==> src/rtl/qwi_axis2vid.sv <==
// ---------------------------------------------------------------------------
// qwi_axis2vid : AXI-Stream to native video bridge, frame-locked to a VTG.
// Rev 1.0
// ---------------------------------------------------------------------------
`default_nettype none

module qwi_axis2vid #(
  parameter int DATA_WID   = 24,
  parameter int FIFO_DEPTH = 32,
  parameter int FILL_LEVEL = 16
) (
  input  logic                clk,
  input  logic                rst_n,
  input  logic [DATA_WID-1:0] s_tdata,
  input  logic                s_tvalid,
  output logic                s_tready,
  input  logic                s_tuser,
  input  logic                s_tlast,
  input  logic                t_hsync,
  input  logic                t_vsync,
  input  logic                t_active,
  input  logic                t_hblank,
  input  logic                t_vblank,
  output logic                vtg_ce,
  output logic [DATA_WID-1:0] vid_data,
  output logic                vid_hsync,
  output logic                vid_vsync,
  output logic                vid_active,
  output logic                vid_hblank,
  output logic                vid_vblank,
  output logic                locked,
  output logic                underflow
);

  localparam int          AW       = $clog2(FIFO_DEPTH);
  localparam logic [AW:0] DEPTH    = (AW+1)'(FIFO_DEPTH);
  localparam logic [AW:0] FILL_LVL = (AW+1)'(FILL_LEVEL);

  typedef enum logic [1:0] {
    WAIT_SOF   = 2'd0,
    WAIT_FILL  = 2'd1,
    WAIT_FRAME = 2'd2,
    LOCKED     = 2'd3
  } state_t;

  state_t              state_q;
  logic [DATA_WID:0]   mem_q [FIFO_DEPTH];
  logic [AW:0]         wr_ptr_q;
  logic [AW:0]         rd_ptr_q;
  logic                vb_q;
  logic [DATA_WID-1:0] vid_data_q;
  logic [4:0]          timing_q;
  logic                underflow_q;

  logic [AW:0]       count;
  logic              full;
  logic              empty;
  logic              accept;
  logic              push;
  logic              pop;
  logic              flush;
  logic              underflow_d;
  logic              resync;
  logic [DATA_WID:0] head;
  logic              unused_tlast;

  assign unused_tlast = s_tlast;

  assign count  = wr_ptr_q - rd_ptr_q;
  assign full   = (count == DEPTH);
  assign empty  = (count == '0);
  assign head   = mem_q[rd_ptr_q[AW-1:0]];

  assign s_tready = rst_n && ((state_q == WAIT_SOF) || !full);
  assign accept   = s_tvalid && s_tready;

  // vb_q marks that the next active pixel is the first one after vblank,
  // which is the only place an SOF-tagged entry may legally be popped.
  always_comb begin
    pop         = 1'b0;
    underflow_d = 1'b0;
    resync      = 1'b0;
    case (state_q)
      WAIT_FRAME: begin
        if (vb_q && t_active && !empty) begin
          pop    = 1'b1;
          resync = !head[DATA_WID];
        end
      end
      LOCKED: begin
        if (t_active) begin
          if (empty) begin
            underflow_d = 1'b1;
          end else begin
            pop    = 1'b1;
            resync = head[DATA_WID] && !vb_q;
          end
        end
      end
      default: begin
        pop = 1'b0;
      end
    endcase
  end

  // A flush discards anything accepted on the same cycle.
  assign flush = underflow_d || resync;
  assign push  = accept && ((state_q != WAIT_SOF) || s_tuser) && !flush;

  always_ff @(posedge clk) begin
    if (!rst_n) begin
      state_q  <= WAIT_SOF;
      wr_ptr_q <= '0;
      rd_ptr_q <= '0;
      vb_q     <= 1'b0;
    end else begin
      if (flush) begin
        wr_ptr_q <= '0;
        rd_ptr_q <= '0;
      end else begin
        if (push) wr_ptr_q <= wr_ptr_q + 1'b1;
        if (pop)  rd_ptr_q <= rd_ptr_q + 1'b1;
      end

      if ((state_q == WAIT_FRAME) || (state_q == LOCKED)) begin
        if (t_vblank)      vb_q <= 1'b1;
        else if (t_active) vb_q <= 1'b0;
      end else begin
        vb_q <= 1'b0;
      end

      case (state_q)
        WAIT_SOF:   if (accept && s_tuser) state_q <= WAIT_FILL;
        WAIT_FILL:  if (count >= FILL_LVL) state_q <= WAIT_FRAME;
        WAIT_FRAME: if (pop) state_q <= resync ? WAIT_SOF : LOCKED;
        LOCKED:     if (flush) state_q <= WAIT_SOF;
        default:    state_q <= WAIT_SOF;
      endcase
    end
  end

  always_ff @(posedge clk) begin
    if (push) mem_q[wr_ptr_q[AW-1:0]] <= {s_tuser, s_tdata};
  end

  always_ff @(posedge clk) begin
    if (!rst_n) begin
      vid_data_q  <= '0;
      timing_q    <= '0;
      underflow_q <= 1'b0;
    end else begin
      vid_data_q  <= pop ? head[DATA_WID-1:0] : '0;
      timing_q    <= {t_hsync, t_vsync, t_active, t_hblank, t_vblank};
      underflow_q <= underflow_d;
    end
  end

  assign vid_data   = vid_data_q;
  assign vid_hsync  = timing_q[4];
  assign vid_vsync  = timing_q[3];
  assign vid_active = timing_q[2];
  assign vid_hblank = timing_q[1];
  assign vid_vblank = timing_q[0];
  assign underflow  = underflow_q;
  assign locked     = (state_q == LOCKED);
  assign vtg_ce     = (state_q == WAIT_FRAME) || (state_q == LOCKED);

endmodule

`default_nettype wire

==> config.mk <==
export PLATFORM = sky130hd
export DESIGN_NAME = qwi_axis2vid
export DESIGN_NICKNAME = d
export VERILOG_FILES = /design/src/rtl/qwi_axis2vid.sv
export SDC_FILE = /design/constraint.sdc
export NUM_CORES = 1
export LEC_CHECK = 0
export ABC_CLOCK_PERIOD_IN_PS = 6450
export BUFFER_PORTS_ARGS = -buffer_cell sky130_fd_sc_hd__buf_4
export CORE_MARGIN = 1.5
export CORE_UTILIZATION = 43
export CTS_CLUSTER_SIZE = 14
export DETAILED_ROUTE_END_ITERATION = 7
export PLACE_DENSITY_LB_ADDON = 0.1
export SLEW_MARGIN = 10
export SYNTH_ARGS = -nofsm -noshare
export SYNTH_HDL_FRONTEND = slang
export SYNTH_SLANG_ARGS = --single-unit
==> constraint.sdc <==
create_clock -name clk -period 6.45 [get_ports clk]
set_input_delay 0.645 -clock clk [delete_from_list [all_inputs] [get_ports clk]]
set_output_delay 0.645 -clock clk [all_outputs]
set_load 0.05 [all_outputs]
# ---- After elaboration in Yosys (flattened, before gate mapping)
# Memory sizes are Yosys's and may differ from the RTL's. A register that Yosys moved wholly into a read port is not among the register bits.
# Cells that the tools add are included.
dict set report op_classes {
  n_addsub 3
  muxes 23
  bitwise 1
  n_eq_ne 8
  magnitude_cmp 1
  n_reduce_logical 25
}
# operator count
set op_table {}
lappend op_table {{$mux W1} 13}
lappend op_table {{$add A6 B1 Y6 const B} 2}
lappend op_table {{$mux W2} 5}
lappend op_table {{$mux W5} 2}
lappend op_table {{$logic_and A1 B1 Y1} 8}
lappend op_table {{$pmux W2 S4} 1}
lappend op_table {{$eq A6 B6 Y1 const B} 1}
lappend op_table {{$ge A6 B5 Y1 const B} 1}
lappend op_table {{$logic_not A6 Y1} 1}
lappend op_table {{$sub A6 B6 Y6} 1}
lappend op_table {{$logic_not A1 Y1} 5}
lappend op_table {{$eq A2 B2 Y1 const B} 2}
lappend op_table {{$logic_or A1 B1 Y1} 4}
lappend op_table {{$ne A2 B1 Y1 const B} 2}
lappend op_table {{$ne A2 B2 Y1 const B} 2}
lappend op_table {{$pmux W1 S2} 2}
lappend op_table {{$reduce_and A2 Y1} 2}
lappend op_table {{$reduce_and A4 Y1} 1}
lappend op_table {{$reduce_bool A2 Y1} 2}
lappend op_table {{$eq A2 B1 Y1 const B} 1}
lappend op_table {{$logic_not A2 Y1} 1}
lappend op_table {{$reduce_or A2 Y1} 1}
lappend op_table {{$not A1 Y1} 1}
dict set report totals {
  reg_bits 45
  ramBits 800
  n_memories 1
  inputBits 34
}
# memory words width read_ports rd_ports_with_merged_regs write_ports line
set memory_table {}
lappend memory_table {mem_q 32 25 1 1 1 47} ;# logic [DATA_WID:0] mem_q [FIFO_DEPTH];

# ---- Depth between registers and ports, before layout
dict set report logic_depth {
  word_depth 11
  mapped_depth 10
  mapped_depth_nobuf 9
}

# ---- Worst setup path before layout
# Ideal clock, no wire load.
dict set report synth_path {
  kind {flip-flop to flip-flop}
  start {register wr_ptr_q[0]}
  end {memory mem_q[31][0] (netlist name) (enable)}
  period_less_slack_ns 3.713
  arrival_time_ns 3.306
  n_path_buf 0
  setup_ns 0.407
  stages_incl_launch_ff 10
  t_required_ns 6.043
  path_slack_ns 2.737
  path_cell_list {dfxtp_1 > inv_1 > ha_1 > nand2b_1 > a21oi_1 > mux2i_1 > a41oi_1 > mux2i_4 > nand3_2 > nor2_1}
}
dict set report synth_between {
  elab_chain_len 11
  elab_cells_between_ends 22
  classes_between {add/sub: 1; eq/ne: 1; mux: 9; reduce/logical: 11}
}
# item line
set synth_rtl {}
lappend synth_rtl {{start, declared} 48} ;# logic [AW:0] wr_ptr_q;
lappend synth_rtl {{start signal, assigned} 121} ;# if (push) wr_ptr_q <= wr_ptr_q + 1'b1;
lappend synth_rtl {{$sub A6 B6 Y6} 69} ;# assign count = wr_ptr_q - rd_ptr_q;
lappend synth_rtl {{$logic_not A6 Y1} 71} ;# assign empty = (count == '0);
lappend synth_rtl {{$logic_not A1 Y1} 85} ;# if (vb_q && t_active && !empty) begin
lappend synth_rtl {{$logic_and A1 B1 Y1} 85}
lappend synth_rtl {{$mux W1} 85}
lappend synth_rtl {{$pmux W1 S2} 83} ;# case (state_q)
lappend synth_rtl {{$logic_or A1 B1 Y1} 107} ;# assign flush = underflow_d || resync;
lappend synth_rtl {{$logic_not A1 Y1} 108} ;# assign push = accept && ((state_q != WAIT_SOF) || s_tuser) && !flush;
lappend synth_rtl {{$logic_and A1 B1 Y1} 108}
lappend synth_rtl {{$mux W1} 143} ;# if (push) mem_q[wr_ptr_q[AW-1:0]] <= {s_tuser, s_tdata};
lappend synth_rtl {{$mux W1 (not written as such)} 143}
lappend synth_rtl {{end, declared} 47}
# Parallel ways exist; a longest one is shown, timed or not.

==> summary.md <==
| Metric | Value |
|---|---|
| Final setup fails | 0 |
| Layout cells sized above 1 | 32.79% |
| Seq. cell area | 25040 um2 |
| Syn Nets | 1455 |
| Pre-CTS setup slack | 1806 ps |
| Hold Fails Final Rpt | 0 |
| Endpoint, Worst Hold | timing_q[0] |
| CP arrival | 4890 ps |
| Fin Setup TNS | 0 ps |
| Post-CTS resize count | 0 |
| Vias per cell | 5.703 |
| Sink Count | 850 |
| Number of global-route vias before repair | 15829 |
| Reg-to-reg endpoint | mem_q[27][10] |
| Vias | 14690 |
| Clock buffer depth | 3 |
| CTS HTree Levels | 3 |
| Remaining Overflow, GRT | 0 |
| Pwr dens | 306.2 nW/um2 |
| Die width | 277.9 um |
| I/O pins | 67 |
| Worst-margin pin slew | 1212 ps |
| Post-synthesis sequential area ratio | 77.01% |
| Area Growth Syn to Fin | 14.90% |
| GPL Wtd Cong | 0.7235 |
| Most common cell after layout, fill and taps aside | edfxtp_1 |
| Synth Cell Area | 32490 um2 |
| Synth Register Bits | 850 |
| Tcrit/Tclk final | 71.16% |
| Worst-Skew Late Latency | 650 ps |
| Final Util | 50.07% |
| Std cell rows | 100 |
| Routed WL per cell | 29.23 um |
| Tmin final | 4590 ps |
| HP Class | in2reg |
| Core area | 74570 um2 |
| FFs w/ async S/R, synth | 0% |
| DRC Markers | 0 |
| Startpoint Class | flop |
| Global-route wire length before repair | 110.0 mm |
| Slew Limit Fails | 0 |
| Final nets | 1575 |
| Unique masters post-synth | 52 |
| Clock transition at path regs | 60 ps |
| Starting DRT DRC Count | 1432 |
| Pin count of the biggest net entering global routing | 100 |
| Synth area leader | edfxtp_1 |
| Routed wire length | 75.29 mm |
| Dominant cells by area after synthesis | edfxtp_1 (74%), mux4_2 (17%), dfxtp_1 (3.1%) |
| Fmax | 217.9 MHz |
| Leakage | 0.01134 uW |
| PortBufs | 65 |
| Chip height | 277.9 um |
| Diodes inserted | 0 |
| Max Cap Viol | 0 |
| EDFF count, synth | 800 |
| Pre-antenna DRT Iters | 5 |
| Maximum fanout along the worst path | 50 |
| Num CTS Buffers | 91 |
| CTS tree | built |
| Share of the synthesized area in the top cell type | 73.93% |
| Post-CTS setup buffers | 0 |
| Critical Path RT | 6750 ps |
| VDD IR max | 0.1972 mV |
| Status | completed |
| Yosys warning total | 0 |
| Syn Inst Count | 1411 |
| Routed Antenna Nets | 0 |
| Dominant synthesized flop cell | edfxtp_1 |
| GRT Total Usage | 20.02% |
| Initial core utilization | 43.58% |
| Final worst slack | 1860 ps |
| Multi-input gate area | 7392 um2 |
| Cell count of the worst hold path | 2 |
| Clock root cell | clkbuf_16 |
| Initial antenna violation count | 0 |
| Cells on worst reg2reg path | 8 |
| Post-Syn Area per Cell | 23.03 um2 |
| Worst Setup End Kind | flop |
| Die area | 77230 um2 |
| RSZ-0062 raised after global routing | false |
| Worst reg-to-reg setup slack | 1860 ps |
| HPWL after detailed placement | 41.18 mm |
| Commonest non-fill, non-tap cells in the layout | edfxtp_1 (800), mux4_2 (248), buf_4 (95) |
| Layout fillers | 5912 |
| CTS Hold Bufs | 0 |
| Skew final | 27.28 ps |
| Relative slew slack | 19.04% |
| Hold_sp | t_vblank |
| Crit path kind | reg2reg |
-- how the worst max path moves through the flow --
| stage | cells past startpoint | startpoint | endpoint | slack (ps) |
|---|---|---|---|---|
| 2_1_floorplan | 9 | wr_ptr_q[0] | mem_q[31][0] | 2740 |
| 3_3_place_gp | 8 | flop | mem_q[21][11] | 1860 |
| 3_5_place_dp | 8 | flop | mem_q[27][10] | 1810 |
| 4_1_cts | 8 | flop | mem_q[27][10] | 1780 |
| 5_1_grt | 8 | flop | mem_q[18][10] | 1660 |
| 6_report | 8 | flop | mem_q[27][10] | 1860 |
-- where the power goes --
| part | internal, uW | switching [uW] | total, uW |
|---|---|---|---|
| registers | 6050 | 17.5 | 6070 |
| clock network | 3000 | 2110 | 5110 |
| logic | 80.4 | 171 | 252 |
-- area by class of cell --
class,count,area share [%]
inverter,9,0.09048
clock buffer,119,6.659
sequential,850,67.07
clock inverter,50,1.176
multi-input combinational,483,19.80
timing repair buffer,96,1.964
tap,969,3.247
-- cell families (layout without fill, tap and decap cells) --
logic type / Yosys count / count (layout) / share of synthesized area (%)
buf+inv: 78 / 274 / 0.9819
mux: 285 / 285 / 18.37
flops: 850 / 850 / 77.01
compound gates: 26 / 26 / 0.6700
fa+ha+maj: 10 / 10 / 0.3850
xor+xnor: 12 / 12 / 0.3234
simple gates: 150 / 150 / 2.260
-- critical path: stages, from the launching register on --
cell	delay, ps
dfxtp_4	860
mux4_2	600
mux2i_1	240
nand3b_1	150
nand4_2	190
mux2i_4	460
nand3_2	470
nor2_4	800
buf_4	410
-- synth_stat cells, types with 10 or more instances --
cell      instances
clkbuf_1         35
dfxtp_1          50
and2_1           10
mux2i_1          35
nand2_1          16
mux4_2          248
edfxtp_1        800
nor2_1           76
ha_1             10
buf_1            15
buf_2            18
xnor2_1          11
-- flip-flops by register name, indices dropped and copies added (netlist names), named ones only --
signal and count:
mem_q 800, vid_data 24, rd_ptr_q 6, wr_ptr_q 6
timing_q 5, state_q 2, underflow 1, vb_q 1
-- per-stage QoR --
stage | hold WS, ps | instance area, um2 | std cells | total power, uW
2_1_floorplan | 470.7 | 32490 | 1411 | 6309
6_report | 227.2 | 37340 | 2576 | 11430
5_1_grt | 211.0 | 37340 | 2576 | 11780
4_1_cts | 190.8 | 37340 | 2576 | 11550
3_3_place_gp | 507.4 | 34410 | 2407 | 6434
3_5_place_dp | 494.3 | 34410 | 2407 | 6443
-- routing by layer --
| layer | GRT usage, % | share of wire [%] | wire (um) |
|---|---|---|---|
| met5 | 0 | 0 | 0 |
| met2 | 32.75 | 50 | 37460 |
| met3 | 3.411 | 4.1 | 3056 |
| met4 | 5.142 | 2.2 | 1635 |
| met1 | 28.06 | 44 | 33150 |
(Power assumes the default switching activity.)
